<file path="config.mk">
export PLATFORM = sky130hd
export DESIGN_NAME = gamestate_ctrl
export DESIGN_NICKNAME = d
export VERILOG_FILES = /design/src/rtl/gamestate_pkg.sv /design/src/rtl/gs_sound_fifo.sv /design/src/rtl/gamestate_ctrl.sv
export SDC_FILE = /design/constraint.sdc
export NUM_CORES = 1
export LEC_CHECK = 0
export CAP_MARGIN = 40
export CORE_ASPECT_RATIO = 0.75
export CORE_MARGIN = 4
export CORE_UTILIZATION = 31
export DETAILED_ROUTE_END_ITERATION = 16
export GPL_ROUTABILITY_DRIVEN = 1
export MAX_ROUTING_LAYER = met4
export SLEW_MARGIN = 10
export SYNTH_ARGS = -nofsm -noshare
export SYNTH_HDL_FRONTEND = slang
export SYNTH_HIERARCHICAL = 1
export SYNTH_SLANG_ARGS = --single-unit
</file>
<file path="constraint.sdc">
create_clock -name clk -period 5.2 [get_ports clk]
set_input_delay 0.52 -clock clk [delete_from_list [all_inputs] [get_ports clk]]
set_output_delay 0.52 -clock clk [all_outputs]
set_load 0.02 [all_outputs]
</file>
<file path="src/rtl/gamestate_pkg.sv">
// gamestate_pkg: shared types and constants for the frogger game sequencer.
//   gs_state_t   - 3-bit sequencer state encoding
//   gs_sound_t   - 2-bit sound event code sent to the audio block
//   GS_SND_DEPTH - depth of the sound event FIFO
package gamestate_pkg;

    typedef enum logic [2:0] {
        MENU      = 3'd0,
        PLAYING   = 3'd1,
        DYING     = 3'd2,
        WIN       = 3'd3,
        GAME_OVER = 3'd4,
        PAUSED    = 3'd5
    } gs_state_t;

    typedef enum logic [1:0] {
        UI_PRESS    = 2'd0,
        NEXTLEVEL   = 2'd1,
        CRASH       = 2'd2,
        CELEBRATION = 2'd3
    } gs_sound_t;

    localparam int GS_SND_DEPTH = 2;

    // Counter width that never collapses to zero bits.
    function automatic int gs_width_min1(input int n);
        return (n > 1) ? $clog2(n) : 1;
    endfunction

endpackage

</file>
<file path="src/rtl/gs_sound_fifo.sv">
// gs_sound_fifo: show-ahead sound event FIFO, GS_SND_DEPTH entries.
// Ports:
//   clk, reset_n     - clock, asynchronous active-low reset
//   push, push_data  - enqueue request and its sound code
//   pop              - dequeue the head (ignored while empty)
//   full, empty      - occupancy flags
//   head             - current head entry (valid while !empty)
//   overflow         - sticky: a push was lost because the FIFO was full
module gs_sound_fifo
    import gamestate_pkg::*;
(
    input  logic      clk,
    input  logic      reset_n,
    input  logic      push,
    input  gs_sound_t push_data,
    input  logic      pop,
    output logic      full,
    output logic      empty,
    output gs_sound_t head,
    output logic      overflow
);

    localparam int PTR_W = gs_width_min1(GS_SND_DEPTH);
    localparam int CNT_W = $clog2(GS_SND_DEPTH + 1);

    gs_sound_t          mem [GS_SND_DEPTH];
    logic [PTR_W-1:0]   rd_ptr;
    logic [PTR_W-1:0]   wr_ptr;
    logic [CNT_W-1:0]   count;
    logic               do_pop;
    logic               do_push;

    assign empty = (count == '0);
    assign full  = (count == CNT_W'(GS_SND_DEPTH));
    assign head  = mem[rd_ptr];

    // A pop in the same cycle frees a slot, so a push into a full FIFO still lands.
    assign do_pop  = pop & ~empty;
    assign do_push = push & (~full | do_pop);

    always_ff @(posedge clk or negedge reset_n) begin
        if (!reset_n) begin
            for (int i = 0; i < GS_SND_DEPTH; i++) begin
                mem[i] <= UI_PRESS;
            end
            rd_ptr   <= '0;
            wr_ptr   <= '0;
            count    <= '0;
            overflow <= 1'b0;
        end else begin
            if (do_push) begin
                mem[wr_ptr] <= push_data;
                wr_ptr      <= wr_ptr + PTR_W'(1);
            end
            if (do_pop) begin
                rd_ptr <= rd_ptr + PTR_W'(1);
            end
            case ({do_push, do_pop})
                2'b10:   count <= count + CNT_W'(1);
                2'b01:   count <= count - CNT_W'(1);
                default: count <= count;
            endcase
            if (push && !do_push) begin
                overflow <= 1'b1;
            end
        end
    end

endmodule

</file>
<file path="src/rtl/gamestate_ctrl.sv">
// gamestate_ctrl: top-level game sequencer for the frogger core.
// Tracks game phase, level and lives, emits one-cycle win/lose pulses and
// queues sound events for the audio block.
// Optional feature macro: GAMESTATE_PAUSE_EN adds pause_btn and the PAUSED state.
// Ports:
//   clk, reset_n        - clock, asynchronous active-low reset
//   dpad_input[3:0]     - synchronised direction buttons (any rising press)
//   collision           - frog hit (level)
//   reached_end         - frog on goal row (level)
//   state[2:0]          - current gs_state_t
//   level, lives        - current level (0-based) and remaining lives
//   win_pulse           - one cycle per level clear
//   lose_pulse          - one cycle per life lost
//   sound_valid/sel     - head of the sound FIFO
//   sound_ready         - audio block accepts the head
//   sound_drop          - sticky FIFO overflow flag
//   pause_btn           - pause toggle (GAMESTATE_PAUSE_EN only)
//
// state     | meaning
// MENU      | idle, waiting for a press to start a game
// PLAYING   | game running, evaluating collision / goal
// DYING     | death animation, DEATH_CYCLES clocks, inputs ignored
// WIN       | last level cleared, press returns to MENU
// GAME_OVER | no lives left, press returns to MENU
// PAUSED    | play frozen, inputs ignored (GAMESTATE_PAUSE_EN only)
module gamestate_ctrl
    import gamestate_pkg::*;
#(
    parameter  int NUM_LEVELS   = 10,
    parameter  int NUM_LIVES    = 3,
    parameter  int DEATH_CYCLES = 32,
    localparam int LEVEL_W      = gs_width_min1(NUM_LEVELS),
    localparam int LIVES_W      = $clog2(NUM_LIVES + 1),
    localparam int DC_W         = $clog2(DEATH_CYCLES + 1)
) (
    input  logic               clk,
    input  logic               reset_n,
    input  logic [3:0]         dpad_input,
    input  logic               collision,
    input  logic               reached_end,
    output logic [2:0]         state,
    output logic [LEVEL_W-1:0] level,
    output logic [LIVES_W-1:0] lives,
    output logic               win_pulse,
    output logic               lose_pulse,
    output logic               sound_valid,
    output logic [1:0]         sound_sel,
    input  logic               sound_ready,
    output logic               sound_drop
`ifdef GAMESTATE_PAUSE_EN
    ,
    input  logic               pause_btn
`endif
);

    localparam logic [2:0] ST_MENU      = MENU;
    localparam logic [2:0] ST_PLAYING   = PLAYING;
    localparam logic [2:0] ST_DYING     = DYING;
    localparam logic [2:0] ST_WIN       = WIN;
    localparam logic [2:0] ST_GAME_OVER = GAME_OVER;
`ifdef GAMESTATE_PAUSE_EN
    localparam logic [2:0] ST_PAUSED    = PAUSED;
`endif

    localparam logic [LEVEL_W-1:0] LAST_LEVEL = LEVEL_W'(NUM_LEVELS - 1);
    localparam logic [LIVES_W-1:0] LIVES_INIT = LIVES_W'(NUM_LIVES);
    localparam logic [DC_W-1:0]    DC_INIT    = DC_W'(DEATH_CYCLES);

    logic [2:0]         state_q,  state_d;
    logic [LEVEL_W-1:0] level_q,  level_d;
    logic [LIVES_W-1:0] lives_q,  lives_d;
    logic [DC_W-1:0]    dc_q,     dc_d;
    logic               win_q,    win_d;
    logic               lose_q,   lose_d;
    logic               dpad_any_q;
    logic               press;
    logic               snd_push;
    gs_sound_t          snd_code;
    gs_sound_t          fifo_head;
    logic               fifo_full;
    logic               fifo_empty;

    assign press = (dpad_input != 4'd0) && !dpad_any_q;

`ifdef GAMESTATE_PAUSE_EN
    logic pause_q;
    logic pause_edge;
    assign pause_edge = pause_btn && !pause_q;
`endif

    always_comb begin
        state_d  = state_q;
        level_d  = level_q;
        lives_d  = lives_q;
        dc_d     = dc_q;
        win_d    = 1'b0;
        lose_d   = 1'b0;
        snd_push = 1'b0;
        snd_code = UI_PRESS;
        case (state_q)
            ST_MENU: begin
                if (press) begin
                    state_d  = ST_PLAYING;
                    level_d  = '0;
                    lives_d  = LIVES_INIT;
                    snd_push = 1'b1;
                    snd_code = UI_PRESS;
                end
            end
            ST_PLAYING: begin
                if (collision) begin
                    lose_d   = 1'b1;
                    lives_d  = lives_q - LIVES_W'(1);
                    snd_push = 1'b1;
                    snd_code = CRASH;
                    if (lives_q == LIVES_W'(1)) begin
                        state_d = ST_GAME_OVER;
                    end else begin
                        state_d = ST_DYING;
                        dc_d    = DC_INIT;
                    end
                end else if (reached_end) begin
                    win_d    = 1'b1;
                    snd_push = 1'b1;
                    if (level_q == LAST_LEVEL) begin
                        state_d  = ST_WIN;
                        snd_code = CELEBRATION;
                    end else begin
                        level_d  = level_q + LEVEL_W'(1);
                        snd_code = NEXTLEVEL;
                    end
                end
`ifdef GAMESTATE_PAUSE_EN
                else if (pause_edge) begin
                    state_d = ST_PAUSED;
                end
`endif
            end
            ST_DYING: begin
                // Exit on the cycle the counter reads 1 so DYING spans exactly DEATH_CYCLES clocks.
                if (dc_q <= DC_W'(1)) begin
                    state_d = ST_PLAYING;
                    dc_d    = '0;
                end else begin
                    dc_d = dc_q - DC_W'(1);
                end
            end
            ST_WIN, ST_GAME_OVER: begin
                if (press) begin
                    state_d  = ST_MENU;
                    snd_push = 1'b1;
                    snd_code = UI_PRESS;
                end
            end
`ifdef GAMESTATE_PAUSE_EN
            ST_PAUSED: begin
                if (pause_edge) begin
                    state_d = ST_PLAYING;
                end
            end
`endif
            default: state_d = ST_MENU;
        endcase
    end

    always_ff @(posedge clk or negedge reset_n) begin
        if (!reset_n) begin
            state_q    <= ST_MENU;
            level_q    <= '0;
            lives_q    <= '0;
            dc_q       <= '0;
            win_q      <= 1'b0;
            lose_q     <= 1'b0;
            dpad_any_q <= 1'b0;
        end else begin
            state_q    <= state_d;
            level_q    <= level_d;
            lives_q    <= lives_d;
            dc_q       <= dc_d;
            win_q      <= win_d;
            lose_q     <= lose_d;
            dpad_any_q <= (dpad_input != 4'd0);
        end
    end

`ifdef GAMESTATE_PAUSE_EN
    always_ff @(posedge clk or negedge reset_n) begin
        if (!reset_n) begin
            pause_q <= 1'b0;
        end else begin
            pause_q <= pause_btn;
        end
    end
`endif

    gs_sound_fifo u_sound_fifo (
        .clk       (clk),
        .reset_n   (reset_n),
        .push      (snd_push),
        .push_data (snd_code),
        .pop       (sound_ready),
        .full      (fifo_full),
        .empty     (fifo_empty),
        .head      (fifo_head),
        .overflow  (sound_drop)
    );

    assign state       = state_q;
    assign level       = level_q;
    assign lives       = lives_q;
    assign win_pulse   = win_q;
    assign lose_pulse  = lose_q;
    assign sound_valid = !fifo_empty;
    assign sound_sel   = fifo_head;

endmodule

</file>
* Yosys cells after proc, flatten, opt, wreduce, memory -nomap -nowiden
Cells that the tools add are included.
Storage, ports and cells: flip-flop bits (word level) 27, output and inout port bits 15, logic and storage cells 107, bits of input ports 9
Cells by class: reductions and logical operators 18, eq/ne operators 19, $add $sub $neg 7, $lt $le $gt $ge 4, multiplexer cells 39, bitwise gates (word level) 7
Operators by type and width (count):
- 2-to-1 mux 3 bit | 7
- 2-to-1 mux 2 bit | 10
- 2-to-1 mux 6 bit | 3
- 2-to-1 mux 4 bit | 4
- != test 2 bit, second input constant | 8
- one-hot mux 3 bit (4 select lines) | 1
- one-hot mux 6 bit (2 select lines) | 1
- AND reduction 5 bit | 2
- one-hot mux 2 bit (2 select lines) | 2
- one-hot mux 4 bit (2 select lines) | 1
- 2-to-1 mux 1 bit | 7
- equality test 3 x 2 -> 1 bit, second input constant | 2
- <= comparator 6 x 1 -> 1 bit, second input constant | 1
- != test 3 bit, second input constant | 2
- AND reduction 3 bit | 2
- nonzero test 2 bit | 3
- subtractor 6 x 1 -> 6 bit, second input constant | 1
- adder 4 x 1 -> 4 bit, second input constant | 1
- bitwise mux 4 bit | 1
- equality test 2 x 1 -> 1 bit, second input constant | 2
- equality test 2 bit, second input constant | 2
- equality test 4 bit, second input constant | 1
- greater-or-equal comparator 2 bit, second input constant | 2
- NOT 1 -> 2 bit | 2
- other kinds (18) | 26

* Logic depth before layout (Yosys ltp)
Gate-level depths: netlist of the first run.
depth after elaboration 7, gate-level depth with buffers 10, gate-level depth less buffers 9

* By module
Netlist of the first run, hierarchy kept.
By module, submodules not included:
- gamestate_ctrl | area each 1093.5 um2, seq. area each 450.4 um2, cells an instance 117, times used 1
- gs_sound_fifo | area each 427.9 um2, seq. area each 225.2 um2, cells an instance 31, times used 1

* Worst setup path after synthesis of the first run
No wires, ideal clock.
path type input to register, from in dpad_input[1], to reg u_sound_fifo.count[1], buffers on the path 1, required time 5.121 ns, stages 8, arrival time 2.180 ns, path slack 2.941 ns, library setup time 0.079 ns, cell sequence or4_4 > buf_6 > and2_1 > a31o_2 > nand2b_1 > ha_1 > nor2_1 > xor2_1
On the way: longest elaborated chain between the ends 7, elaborated cells on any way between the ends 9, classes of those cells 2 x eq/ne; 3 x mux; 1 x bitwise; 3 x reduce/logical
RTL lines:
- start: declaration | RTL line gamestate_ctrl.sv:38 | input logic [3:0] dpad_input,
- nonzero test 4 bit * | RTL line gamestate_ctrl.sv:83 | assign press = (dpad_input != 4'd0) && !dpad_any_q;
- logical AND 1 bit * | RTL line gamestate_ctrl.sv:83
- 2-to-1 mux 1 bit * | RTL line gamestate_ctrl.sv:102, gamestate_ctrl.sv:149
- one-hot mux 1 bit (2 select lines) * | RTL line gamestate_ctrl.sv:100 | case (state_q)
- net snd_push | RTL line gamestate_ctrl.sv:77 | logic snd_push;
- AND 1 bit * | RTL line gs_sound_fifo.sv:39 | assign do_push = push & (~full | do_pop);
- equality test 2 x 1 -> 1 bit / equality test 2 bit (equally long branches) | RTL line gs_sound_fifo.sv:58 | case ({do_push, do_pop})
- one-hot mux 2 bit (2 select lines) / nonzero test 2 bit (equally long branches)
- end signal: assignment | RTL line gs_sound_fifo.sv:59 | 2'b10: count <= count + CNT_W'(1);
- end signal: assignment | RTL line gs_sound_fifo.sv:60 | 2'b01: count <= count - CNT_W'(1);
- end signal: assignment | RTL line gs_sound_fifo.sv:61 | default: count <= count;
- end: declaration | RTL line gs_sound_fifo.sv:29 | logic [CNT_W-1:0] count;
The timed path passes the listed nets; every way through them passes the cells marked *. A chain may end at the register's enable or synchronous reset.

* Worst setup path after layout of the first run
Same ends and word-level chain as after synthesis.

==> reports/qor.txt, run 1 <==
Number of remaining DRC errors: 0
Mapped Cells: 147
DIE AREA: 6073 µm²
Worst slack, placed: 2.494 ns
Setup_tns: 0 ns
Mapped Nets: 162
RSZ-0062 raised after global routing: no
Setup Crit Path Kind: input pin to flip-flop
Leakage: 0.0007884 µW
Via count: 1,165
Startpoint Class: input pin
Routed vias/inst: 5.132
Gr ovfl total: 0
Largest net degree at the start of global routing: 28
Outcome: finished, final reports clean
Setup Viol. Count Final: 0
Clock Skews: 0.005474 ns
# IOs: 24
Overall routing resource usage: 11.91%
Detailed placer's ending HPWL: 2350 µm
Antenna violations before repair: 0
Power Density: 541.8 nW/µm²
Worst Hold Class: flip-flop to flip-flop
Relative slew slack: 62.75%
Layout area overhead: 21.51%
Final hold vios: 0
Final ANT Viol Nets: 0
Min cycle time layout: 2.415 ns
Crit path DAT: 2.61 ns
Final Net Count: 186
Clk slew on worst S/H paths: 0.09 ns
Worst Setup Slack, final: 2.785 ns
Synth Warn #: 6
Netlist Area Pre-Place: 1513 µm²
Hold_buf cts: 0
Clock tree buffer depth: 2
1st-pass router iterations: 4
First-pass GRT wire length: 5423 µm
Total Routed Length: 3111 µm
CTS tree: built
Ant diodes: 0
Total of max-cap violations: 0
Critical Path RT: 5.40 ns
Post-CTS setup buffer count: 0
Die Width: 88.66 µm
Fraction of layout cells with a size suffix above 1: 12.35%
DRT iter0 DRCs: 27
CTS root buf: clkbuf_8
CP max FO: 8
Post-Syn Area per Cell: 10.29 µm²
Measured slew at the worst slew-check pin: 0.5567 ns
Gpl congestion: 0.8061
CTS sink count: 27
CP endpoint kind: flip-flop
IO buf count: 23
Die height: 68.50 µm
Slew Viols, Final: 0
Avg WL per Cell: 13.70 µm
Max frequency: 414.0 MHz
Clk Latency, worst-skew pair: 0.27 ns
Final period utilization: 46.45%
Cell Rows: 21
Starting Density: 32.90%
VDD IR-drop max: 0.1966 mV
Vias in the first global route: 1,140
CTS buffer count: 3
H-Tree Level Count: 1
PostCTS Resize Cnt: 0
Placeable Area: 4598 µm²
-- state kept, by name (all words and copies together) (netlist names) --
register,cells
lives,2
u_sound_fifo/count,2
win_pulse,1
u_sound_fifo/mem,4
state,3
u_sound_fifo/wr_ptr,1
dpad_any_q,1
u_sound_fifo/overflow,1
u_sound_fifo/rd_ptr,1
lose_pulse,1
level,4
dc_q,6
-- cells in the final DEF (no fill, tap or decap), drive strengths merged, types with 2 or more instances in the layout --
| master | n |
|---|---|
| clkbuf | 3 |
| o311ai | 2 |
| o31a | 2 |
| nor2 | 12 |
| xnor2 | 3 |
| nand3 | 3 |
| nand3b | 3 |
| nand2 | 12 |
| a2bb2oi | 2 |
| nor4 | 2 |
| a21oi | 8 |
| xor2 | 2 |
| ha | 6 |
| nor3b | 4 |
| inv | 10 |
| nor3 | 3 |
| nand2b | 2 |
| o21ai | 9 |
| dfrtp | 27 |
| nor2b | 4 |
| clkdlybuf4s50 | 23 |
| a32oi | 2 |
| a32o | 2 |
| or3 | 2 |
| mux2 | 8 |
-- stage by stage --
step / cell area (µm²) / power [µW] / util, % / instances / hold slack [ns]
2_1_floorplan: 1513 / 721.0 / - / 147 / 0.2244
3_3_place_gp: 1792 / 863.1 / 38.97 / 223 / 0.4596
3_5_place_dp: 1792 / 883.0 / 38.97 / 223 / 0.4676
4_1_cts: 1838 / 1007 / 39.97 / 227 / 0.4902
5_1_grt: 1838 / 1083 / 39.97 / 227 / 0.5043
6_report: 1838 / 995.8 / 39.97 / 227 / 0.4748
-- final cells by class --
class / count / area (µm²)
Clock buffer: 3 / 41.29
Fill cell: 438 / 2760
Inverter: 10 / 37.54
Clock inverter: 1 / 5.005
Multi-Input combinational cell: 105 / 769.5
Tap cell: 57 / 71.32
Timing Repair Buffer: 24 / 237.7
Sequential cell: 27 / 675.6
-- power by group --
| group | internal [µW] | switching [µW] |
|---|---|---|
| combinational | 237 | 245 |
| sequential | 288 | 108 |
| clock | 53.7 | 64.6 |
| total | 579 | 417 |
-- metal layers --
layer / track usage [%] / wire, µm / vias up / part of all wire (%)
met1: 15.94 / 1530 / 558 / 49
met3: 2.969 / 173 / 4 / 5.6
met2: 18.24 / 1378 / 28 / 44
met5: - / 0 / - / 0
met4: 2.830 / 29 / 0 / 0.93
li1: - / - / 575 / -
-- worst max-delay path: stages --
cell and delay, ns:
clkdlybuf4s50_1 0.40, or4_4 0.58, nand2_1 0.13, a21oi_1 0.08, a31o_2 0.26, nand2b_1 0.11
ha_1 0.26, nor2_1 0.13, xor2_1 0.15
-- final timing paths --
check | start | endpoint | slack (ns) | depth (start not counted)
max in group asynchronous | reset_n | u_sound_fifo/count[0] | 4.32 | 2
min in group asynchronous | reset_n | dc_q[1] | 0.62 | 2
worst min register to register | u_sound_fifo/overflow | u_sound_fifo/overflow | 0.47 | 1
worst max register to register | state[0] | u_sound_fifo/count[1] | 3.07 | 8
worst min-delay path | u_sound_fifo/overflow | u_sound_fifo/overflow | 0.47 | 1
worst max-delay path | dpad_input[1] | u_sound_fifo/count[1] | 2.78 | 9
No activity file was read; power rests on OpenSTA's default activity.
==> run 2, diff against run 1 <==
clock period = 2.05 ns   (was 5.2 ns; I/O delays follow)
==> run 2 against run 1 <==
Against the previous run: register-to-register slack got worse by 2.8 ns; critical path depth stayed put; count of clock-buffer cells in the layout unchanged; total power grew to 2.7 times the previous value; core utilization is 2.5 points higher; largest power group unchanged; wire length increased by 9.2%; sequential power increased by 150%.
==> reports/qor.txt, run 2 (same netlist as run 1, synthesis figures left out) <==
Avg WL per Cell: 14.27 µm (+4.1%)
Detailed placer's ending HPWL: 2535 µm (+7.9%)
Startpoint Class: input pin
Critical Path RT: 2.21 ns (-3.19 ns)
Gpl congestion: 0.8491 (+5.3%)
Setup Viol. Count Final: 0 (unchanged)
DIE AREA: 6073 µm² (unchanged)
Routed vias/inst: 5.143 (+0.21%)
Total Routed Length: 3397 µm (+9.2%)
Worst Hold Class: input pin to async pin
Layout area overhead: 29.11%
CP endpoint kind: flip-flop
CP max FO: 4 (-4)
Setup_tns: 0 ns (unchanged)
Clock Skews: 0.002346 ns (-0.003128 ns)
Clk slew on worst S/H paths: 0.10 ns (about the same)
Total of max-cap violations: 0 (unchanged)
1st-pass router iterations: 4 (unchanged)
Most frequent cells in the layout: 27 x dfrtp_1, 22 x clkdlybuf4s50_1, 12 x buf_4
Largest net degree at the start of global routing: 28 (unchanged)
Die Width: 88.66 µm (unchanged)
Fillcell total: 436 (-0.46%)
RSZ-0062 raised after global routing: no
Number of remaining DRC errors: 0 (unchanged)
Measured slew at the worst slew-check pin: 0.4774 ns (-0.07928 ns)
Most common cell after layout, fill and taps aside: dfrtp_1
# IOs: 24 (unchanged)
Largest Register: dc_q
Placeable Area: 4598 µm² (unchanged)
Slew Viols, Final: 0 (unchanged)
H-Tree Level Count: 1 (unchanged)
Setup Crit Path Kind: input pin to flip-flop
Overall routing resource usage: 12.33% (+0.43 points)
First-pass GRT wire length: 5830 µm (+7.5%)
Final Net Count: 197 (+5.9%)
Worst Setup Slack, final: 0.03681 ns (-2.748 ns)
Starting Density: 32.90% (unchanged)
Cell Rows: 21 (unchanged)
Final ANT Viol Nets: 0 (unchanged)
Vias in the first global route: 1,235 (+8.3%)
Fraction of layout cells with a size suffix above 1: 20.99% (+8.6 points)
Leakage: 0.0008595 µW (+9.0%)
Final hold vios: 0 (unchanged)
Die height: 68.50 µm (unchanged)
Power Density: 1370 nW/µm² (+150%)
Final period utilization: 98.20%
CTS buffer count: 3 (unchanged)
Clk Latency, worst-skew pair: 0.27 ns (about the same)
Clock tree buffer depth: 2 (unchanged)
DRT iter0 DRCs: 53 (+96%)
Via count: 1,224 (+5.1%)
IO buf count: 23 (unchanged)
Worst slack, placed: -0.2643 ns (-2.759 ns)
CTS tree: built
VDD IR-drop max: 0.4323 mV (+120%)
Min cycle time layout: 2.013 ns
Max FFs per register: 6 (unchanged)
Outcome: finished, final reports clean
Crit path DAT: 2.17 ns (-0.44 ns)
Antenna violations before repair: 0 (unchanged)
CTS root buf: clkbuf_8
CTS sink count: 27 (unchanged)
Max frequency: 496.7 MHz
Ant diodes: 0 (unchanged)
Relative slew slack: 68.11% (+5.4 points)
Gr ovfl total: 0 (unchanged)
## run 2: path summary, 6_finish.rpt
| check | slack [ns] | startpoint | cells past startpoint | endpoint |
|---|---|---|---|---|
| setup / recovery | 0.04 | dpad_input[0] | 9 | u_sound_fifo/count[1] |
| hold / removal | 0.31 | reset_n | 2 | state[0] |
| setup reg to reg | 0.22 | state[0] | 7 | u_sound_fifo/mem[2] |
| hold reg to reg | 0.49 | u_sound_fifo/mem[3] | 1 | u_sound_fifo/mem[3] |
| max in group asynchronous | 1.47 | reset_n | 2 | u_sound_fifo/mem[1] |
| min in group clk | 0.32 | dpad_input[2] | 3 | dpad_any_q |
## run 2: repair_timing
item                       in CTS  in global routing
setup endpoints to repair       0                  1
hold buffers                    0                  0
setup buffers                   0                  1
gates resized for setup         0                  8
## run 2: final cells by class
class                      count  area [µm²]  area share [%]
inverter                      10       37.54           1.922
tap                           57       71.32           3.652
multi-input combinational    105       799.5           40.94
clock inverter                 1       5.005          0.2562
clock buffer                   3       41.29           2.114
sequential                    27       675.6           34.59
timing repair buffer          35       322.8           16.53
## run 2: metal layers
| metal | GRT usage, % | wire (µm) | vias up |
|---|---|---|---|
| li1 | - | - | 602 |
| met1 | 17.22 | 1721 | 596 |
| met2 | 19.17 | 1529 | 24 |
| met3 | 1.900 | 132 | 2 |
| met4 | 2.453 | 13 | 0 |
| met5 | - | 0 | - |
## run 2: worst max-delay path, cell delays in order
cell and delay, ns:
clkdlybuf4s50_1 0.40, or4_4 0.55, and2_4 0.17, a31o_4 0.23, nand2b_1 0.10, ha_2 0.20, xnor2_2 0.12, nor2_2 0.06
xor2_1 0.15
## run 2: power by group
part	switching, µW	internal [µW]
logic	695	691
clock network	169	136
registers	252	732
## run 2: per-stage QoR
| stage | instances | utilization, % | cell area (µm²) | hold WS, ns | total power (µW) |
|---|---|---|---|---|---|
| after global placement | 233 | 40.60 | 1867 | 0.4629 | 2259 |
| after detailed placement | 233 | 40.60 | 1867 | 0.4755 | 2317 |
| after floorplan | 147 | - | 1513 | -0.09059 | 1829 |
| after CTS | 237 | 41.61 | 1913 | 0.3259 | 2624 |
| after global routing | 238 | 42.48 | 1953 | 0.3504 | 2893 |
| final | 238 | 42.48 | 1953 | 0.3080 | 2676 |
==> run 3, diff against run 2 <==
CAP_MARGIN = not set   (was 40)
==> results of run 3 <==
The final DEF is identical to that of run 2; final timing and power are the same.
